<file path="src/rtl/pipe_stage_reg.sv">
// Inter-stage pipeline register with valid bit, synchronous flush and a multi-cycle scratch loop.
// Define PIPE_BUBBLE_CNT_EN to build a saturating counter of inserted bubbles.
module pipe_stage_reg #(
  parameter int unsigned DATA_W  = 72,
  parameter int unsigned SCR_W   = 64,
  parameter int unsigned CNT_W   = 2,
  parameter int unsigned STALL_W = 6,
  parameter int unsigned STAGE   = 3,
  parameter int unsigned BCNT_W  = 16
) (
  input  logic               clk,
  input  logic               rst,
  input  logic [STALL_W-1:0] stall,
  input  logic               flush,
  input  logic               in_valid,
  input  logic [DATA_W-1:0]  in_data,
  input  logic [SCR_W-1:0]   scr_i,
  input  logic [CNT_W-1:0]   cnt_i,
  output logic               out_valid,
  output logic [DATA_W-1:0]  out_data,
  output logic [SCR_W-1:0]   scr_o,
  output logic [CNT_W-1:0]   cnt_o,
  output logic [BCNT_W-1:0]  bubble_cnt
);

  if (STAGE >= STALL_W) begin : gen_chk_stage
    $error("pipe_stage_reg: STAGE must be below STALL_W");
  end
  if (DATA_W == 0 || SCR_W == 0 || CNT_W == 0) begin : gen_chk_width
    $error("pipe_stage_reg: DATA_W, SCR_W and CNT_W must be at least 1");
  end

  logic us, ds;
  logic unused_stall;

  assign us           = stall[STAGE];
  assign unused_stall = ^stall;

  // The last stage has no downstream stall bit.
  if (STAGE + 1 < STALL_W) begin : gen_ds
    assign ds = stall[STAGE+1];
  end else begin : gen_no_ds
    assign ds = 1'b0;
  end

  logic              valid_d, valid_q;
  logic [DATA_W-1:0] data_d, data_q;
  logic [SCR_W-1:0]  scr_d, scr_q;
  logic [CNT_W-1:0]  cnt_d, cnt_q;

  always_comb begin
    valid_d = valid_q;
    data_d  = data_q;
    scr_d   = '0;
    cnt_d   = '0;
    if (flush) begin
      valid_d = 1'b0;
      data_d  = '0;
    end else if (!us) begin
      valid_d = in_valid;
      data_d  = in_data;
    end else if (!ds) begin
      // Bubble: downstream sees a NOP while the multi-cycle unit loops through us.
      valid_d = 1'b0;
      data_d  = '0;
      scr_d   = scr_i;
      cnt_d   = cnt_i;
    end
  end

  always_ff @(posedge clk or posedge rst) begin
    if (rst) begin
      valid_q <= 1'b0;
      data_q  <= '0;
      scr_q   <= '0;
      cnt_q   <= '0;
    end else begin
      valid_q <= valid_d;
      data_q  <= data_d;
      scr_q   <= scr_d;
      cnt_q   <= cnt_d;
    end
  end

  assign out_valid = valid_q;
  assign out_data  = data_q;
  assign scr_o     = scr_q;
  assign cnt_o     = cnt_q;

`ifdef PIPE_BUBBLE_CNT_EN
  logic              bubble;
  logic [BCNT_W-1:0] bcnt_d, bcnt_q;

  assign bubble = !flush && us && !ds;

  always_comb begin
    bcnt_d = bcnt_q;
    if (bubble && (bcnt_q != '1)) begin
      bcnt_d = bcnt_q + BCNT_W'(1);
    end
  end

  // Only reset clears the count; flush leaves it alone.
  always_ff @(posedge clk or posedge rst) begin
    if (rst) begin
      bcnt_q <= '0;
    end else begin
      bcnt_q <= bcnt_d;
    end
  end

  assign bubble_cnt = bcnt_q;
`else
  assign bubble_cnt = '0;
`endif

endmodule

</file>
<file path="config.mk">
export PLATFORM = sky130hd
export DESIGN_NAME = pipe_stage_reg
export DESIGN_NICKNAME = d
export VERILOG_FILES = /design/src/rtl/pipe_stage_reg.sv
export SDC_FILE = /design/constraint.sdc
export NUM_CORES = 1
export LEC_CHECK = 0
export CAP_MARGIN = 15
export CORE_AREA = 2 2 119 121
export DETAILED_ROUTE_END_ITERATION = 10
export DIE_AREA = 0 0 121 123
export DONT_BUFFER_PORTS = 1
export GPL_TIMING_DRIVEN = 0
export MAX_ROUTING_LAYER = met4
export PLACE_DENSITY = 0.62
export SKIP_LAST_GASP = 1
export SLEW_MARGIN = 20
export SYNTH_ARGS = -nofsm -noshare
export SYNTH_HDL_FRONTEND = slang
export SYNTH_SLANG_ARGS = --single-unit
</file>
<file path="constraint.sdc">
create_clock -name clk -period 4.6 [get_ports clk]
set_input_delay 0.69 -clock clk [delete_from_list [all_inputs] [get_ports clk]]
set_output_delay 0.69 -clock clk [all_outputs]
set_load 0.02 [all_outputs]
</file>
==> results of run 1 <==
## layout make-up
type | instances | area [um2] | share of cell area (%)
flip-flops and latches | 139 | 3480 | 59.8
multi-input cells | 159 | 1230 | 21.2
clock buffers | 19 | 453 | 7.79
plain buffers | 46 | 263 | 4.52
well taps | 180 | 225 | 3.87
clock inverters | 10 | 120 | 2.06
repair buffers | 1 | 27.5 | 0.473
inverters | 2 | 15.0 | 0.258
## metrics by stage
stage               hold slack [ns]  util (%)
detailed placement            0.614      38.5
global route                  0.181      42.7
global placement              0.663      38.3
finish                        0.154      42.7
floorplan                     0.643         -
CTS                           0.160      42.7
## kinds of logic (layout without fill, tap and decap cells)
logic type,after synthesis,in the layout,share of synthesized area [%]
other,1,16,0.0761
DFF,139,139,70.6
and+or+nand+nor,70,70,9.01
buffers and inverters,48,78,5.49
AOI/OAI and AO/OA,73,73,14.8
## placed cells by master, fill, tap and decap left out
cell / n
a32o_1: 73
clkbuf_8: 2
clkbuf_2: 4
buf_16: 1
clkinv_2: 2
bufinv_16: 2
clkinv_4: 3
clkbuf_1: 11
buf_4: 16
dfrtp_1: 139
inv_1: 1
buf_2: 14
and2_1: 67
inv_6: 1
nor2b_1: 1
conb_1: 16
clkbuf_16: 17
nor2_2: 1
buf_6: 1
nor3b_2: 1
clkinvlp_4: 2
inv_8: 1
## power by group
group | leakage, nW | switching, mW | internal, mW
combinational | 0.626 | 0.0886 | 0.0508
clock | 0.277 | 0.497 | 0.819
sequential | 1.88 | 0.0896 | 1.27
total | 2.79 | 0.675 | 2.14
## worst paths after layout
check	startpoint	endpoint	slack (ns)	depth (start not counted)
max in group asynchronous	rst	out_data[14]$_DFFE_PP0P_	3.74	2
worst max register to register	out_data[51]$_DFFE_PP0P_	out_data[51]$_DFFE_PP0P_	3.72	1
worst min-delay path	rst	cnt_o[1]$_DFF_PP0_	0.15	1
worst max-delay path	out_data[51]$_DFFE_PP0P_	out_data[51]	3.00	0
worst min register to register	out_data[15]$_DFFE_PP0P_	out_data[15]$_DFFE_PP0P_	0.68	1
min in group clk	scr_i[40]	scr_o[40]$_DFF_PP0_	0.40	1
## flip-flops by register name, indices dropped and copies added (netlist names)
signal,count
cnt_o,2
out_data,72
out_valid,1
scr_o,64
## metal layers
layer	track usage [%]	vias to the layer above	wire, um
li1	-	1235	-
met1	18.1	1496	4620
met2	28.1	198	6500
met3	6.09	15	1020
met4	5.89	0	199
met5	-	-	0
==> impl_results.md, run 1 <==
- Status: completed
- Worst Slack Setup Final: 3.00 ns
- Fill cells: 1230
- Total Neg Setup Slack: 0 ns
- Number of flops mapped to enable cells by yosys: 0
- Sequential area share after synthesis: 70.6%
- Initial antenna violation count: 0
- Postcts setup bufs: 0
- Nets: 514
- First-pass GRT wire length: 17400 um
- GRT Total Usage: 16.6%
- CP Launch Type: flop
- Clk sinks: 139
- Final instance area: 5820 um2
- Final hold violations: 0
- Total CTS buffers: 17
- Post-synthesis async set-or-reset flop share: 100%
- Total chip power: 2.81 mW
- GPL Wtd Cong: 0.729
- Crit share post-route: 34.8%
- # hold bufs at CTS: 0
- Maximum vdd drop: 0.350 mV
- Cell Area, Synth: 4930 um2
- P&R area growth vs syn: 18.1%
- Pwr/cell area: 484 nW/um2
- Drt first pass iters: 4
- DR iter-0 viols: 135
- Final min period: 1.60 ns
- Netlist cell types: 13
- Max Slew Vio Count: 0
- Setup-failing EPs final: 0
- CP Capture Type: output port
- Most common cell in the netlist: dfrtp_1
- Finished Layout Cells: 556
- Fmax: 624 MHz
- Via/cell ratio: 5.29
- Die width: 121 um
- MaxCap Viol Count: 0
- Commonest cells in the netlist: dfrtp_1, a32o_1, and2_1
- Ports: 303
- DP Area: 5240 um2
- DP Wirelength: 9160 um
- Detailed Route WL: 12300 um
- Worst EP required: 3.91 ns
- Worst-path clk slew: 0.06 ns
- Post-synth top area share: 70.6%
- Largest net degree at the start of global routing: 73
- Post-synthesis cell count: 331
- Antenna cells: 0
- Setup Skew: 0 ns
- Row Count: 43
- Die area: 14900 um2
- CTS tree: yes
- H-Tree Depth: 4
- Top post-synthesis cells by area: dfrtp_1, a32o_1, and2_1
- Routed wire length per instance: 22.2 um
- Critical Path Fanout Max: 2
- Pre-CTS WS: 2.73 ns
- Longest Clk Path Bufs: 2
- Skew-Pair Late Insertion Delay: 0.40 ns
- Placed insts: 527
- Leakage power: 2.79 nW
- IO buf count: 0
- Largest area contributor in the netlist: dfrtp_1
- Crit path DAT: 0.91 ns
- Slew headroom: 56.7%
- Yosys synthesis warning count: 0
- Vias in the first global route: 3043
- RSZ-0062 raised after global routing: no
- Gr ovfl total: 0
- Post-CTS Resized: 0
- Layout cells sized above 1: 18.1%
- Initial core utilization: 36.2%
- Core area: 13600 um2
- Final ANT Viol Nets: 0
- Syn_area_per_cell: 14.9 um2
- #FFs+latches synth: 139
- HP Class: in -> async
- Primary FF master, synth: dfrtp_1
- DR DRC count: 0
- Chip height: 123 um
- Least-Margin Pin Slew: 0.649 ns
- Root Driver: clkbuf_16
- Routed via count: 2944
- Critical path class: reg -> out
No activity file was read; power rests on OpenSTA's default activity.
==> run 2, diff against run 1 <==
--- a/config.mk
+++ b/config.mk
@@ -6,9 +6,9 @@
 export NUM_CORES = 1
 export LEC_CHECK = 0
 export CAP_MARGIN = 15
-export CORE_AREA = 2 2 119 121
+export CORE_AREA = 2 2 116 118
 export DETAILED_ROUTE_END_ITERATION = 10
-export DIE_AREA = 0 0 121 123
+export DIE_AREA = 0 0 118 120
 export DONT_BUFFER_PORTS = 1
 export GPL_TIMING_DRIVEN = 0
 export MAX_ROUTING_LAYER = met4
==> constraint.sdc (replaced) <==
create_clock -name clk -period 1.6 [get_ports clk]
set_input_delay 0.24 -clock clk [delete_from_list [all_inputs] [get_ports clk]]
set_output_delay 0.24 -clock clk [all_outputs]
set_load 0.02 [all_outputs]
==> impl_results.md, run 2 <==
- Die width: 118 um
- DP Wirelength: 9040 um
- Post-synthesis cell count: 331
- Total CTS buffers: 17
- Most common cell in the netlist: dfrtp_1
- Commonest cells in the netlist: dfrtp_1, a32o_1, and2_1
- Largest area contributor in the netlist: dfrtp_1
- Failing step: clock tree synthesis (4_1_cts)
- Row Count: 42
- Number of flops mapped to enable cells by yosys: 0
- Sequential area share after synthesis: 70.6%
- Longest Clk Path Bufs: 2
- Status: aborted with a tool error
- Post-synthesis async set-or-reset flop share: 100%
- Syn_area_per_cell: 14.9 um2
- Yosys synthesis warning count: 0
- Netlist cell types: 13
- #FFs+latches synth: 139
- Postcts setup bufs: 0
- Placed insts: 526
- IO buf count: 0
- Chip height: 120 um
- Primary FF master, synth: dfrtp_1
- Ports: 303
- # hold bufs at CTS: 112
- H-Tree Depth: 4
- Err: [ERROR RSZ-0060] Max buffer count reached.
- Root Driver: clkbuf_16
- GPL Wtd Cong: 0.728
- Initial core utilization: 38.0%
- Clk sinks: 139
- Post-synth top area share: 70.6%
- Top post-synthesis cells by area: dfrtp_1, a32o_1, and2_1
- Cell Area, Synth: 4930 um2
- Post-CTS Resized: 0
[run 2: through the flow]
step / util [%] / TNS, ns / setup slack [ns] / cell area, um2 / hold slack (ns)
after floorplan: - / -52.14 / -0.375 / 4990 / 0.369
after global placement: 40.1 / -128.44 / -0.938 / 5210 / 0.369
after detailed placement: 40.8 / 0 / 0.208 / 5300 / 0.202
[run 2: kinds of logic after synthesis]
logic type / after synthesis / synth area share [%]
AND/OR/NAND/NOR: 70 / 9.01
flip-flops: 139 / 70.6
other: 1 / 0.0761
AO/OA/AOI/OAI: 73 / 14.8
buffers and inverters: 48 / 5.49
==> run 3, diff against run 2 <==
--- a/config.mk
+++ b/config.mk
@@ -6,13 +6,12 @@
 export NUM_CORES = 1
 export LEC_CHECK = 0
 export CAP_MARGIN = 15
-export CORE_AREA = 2 2 116 118
+export CORE_AREA = 2 2 118 120
 export DETAILED_ROUTE_END_ITERATION = 10
-export DIE_AREA = 0 0 118 120
+export DIE_AREA = 0 0 120 122
 export DONT_BUFFER_PORTS = 1
 export GPL_TIMING_DRIVEN = 0
-export MAX_ROUTING_LAYER = met4
-export PLACE_DENSITY = 0.62
+export PLACE_DENSITY_LB_ADDON = 0.15
 export SKIP_LAST_GASP = 1
 export SLEW_MARGIN = 20
 export SYNTH_ARGS = -nofsm -noshare
==> impl_results.md, run 3 <==
- Post-CTS Resized: 0
- Primary FF master, synth: dfrtp_1
- Root Driver: clkbuf_16
- Err: [ERROR RSZ-0060] Max buffer count reached.
- Syn_area_per_cell: 14.9 um2
- Die width: 120 um
- Post-synth top area share: 70.6%
- H-Tree Depth: 4
- Top post-synthesis cells by area: dfrtp_1, a32o_1, and2_1
- Status: aborted with a tool error
- Cell Area, Synth: 4930 um2
- # hold bufs at CTS: 113
- Ports: 303
- Sequential area share after synthesis: 70.6%
- DP Area: 5300 um2
- Number of flops mapped to enable cells by yosys: 0
- Postcts setup bufs: 0
- IO buf count: 0
- Row Count: 43
- Post-synthesis async set-or-reset flop share: 100%
- Commonest cells in the netlist: dfrtp_1, a32o_1, and2_1
- Largest area contributor in the netlist: dfrtp_1
- Netlist cell types: 13
- DP Wirelength: 9420 um
- Clk sinks: 139
- #FFs+latches synth: 139
- Initial core utilization: 36.5%
- GPL Wtd Cong: 0.755
- Yosys synthesis warning count: 0
- Most common cell in the netlist: dfrtp_1
- Total CTS buffers: 17
- Chip height: 122 um
- Longest Clk Path Bufs: 2
- Post-synthesis cell count: 331
- Failing step: clock tree synthesis (4_1_cts)
==> run 3: cell counts after synthesis <==
No cell type changed its count.
==> run 3: kinds of logic after synthesis <==
kind of cell / after synthesis / share of synthesized area, %
buffers and inverters: 48 / 5.49
and+or+nand+nor: 70 / 9.01
DFF: 139 / 70.6
AOI/OAI and AO/OA: 73 / 14.8
other: 1 / 0.0761
==> run 3: through the flow <==
stage | setup slack, ns | hold slack, ns | instances
floorplan | -0.375 | 0.369 | 346
global placement | -1.02 | 0.369 | 526
detailed placement | 0.171 | 0.213 | 530
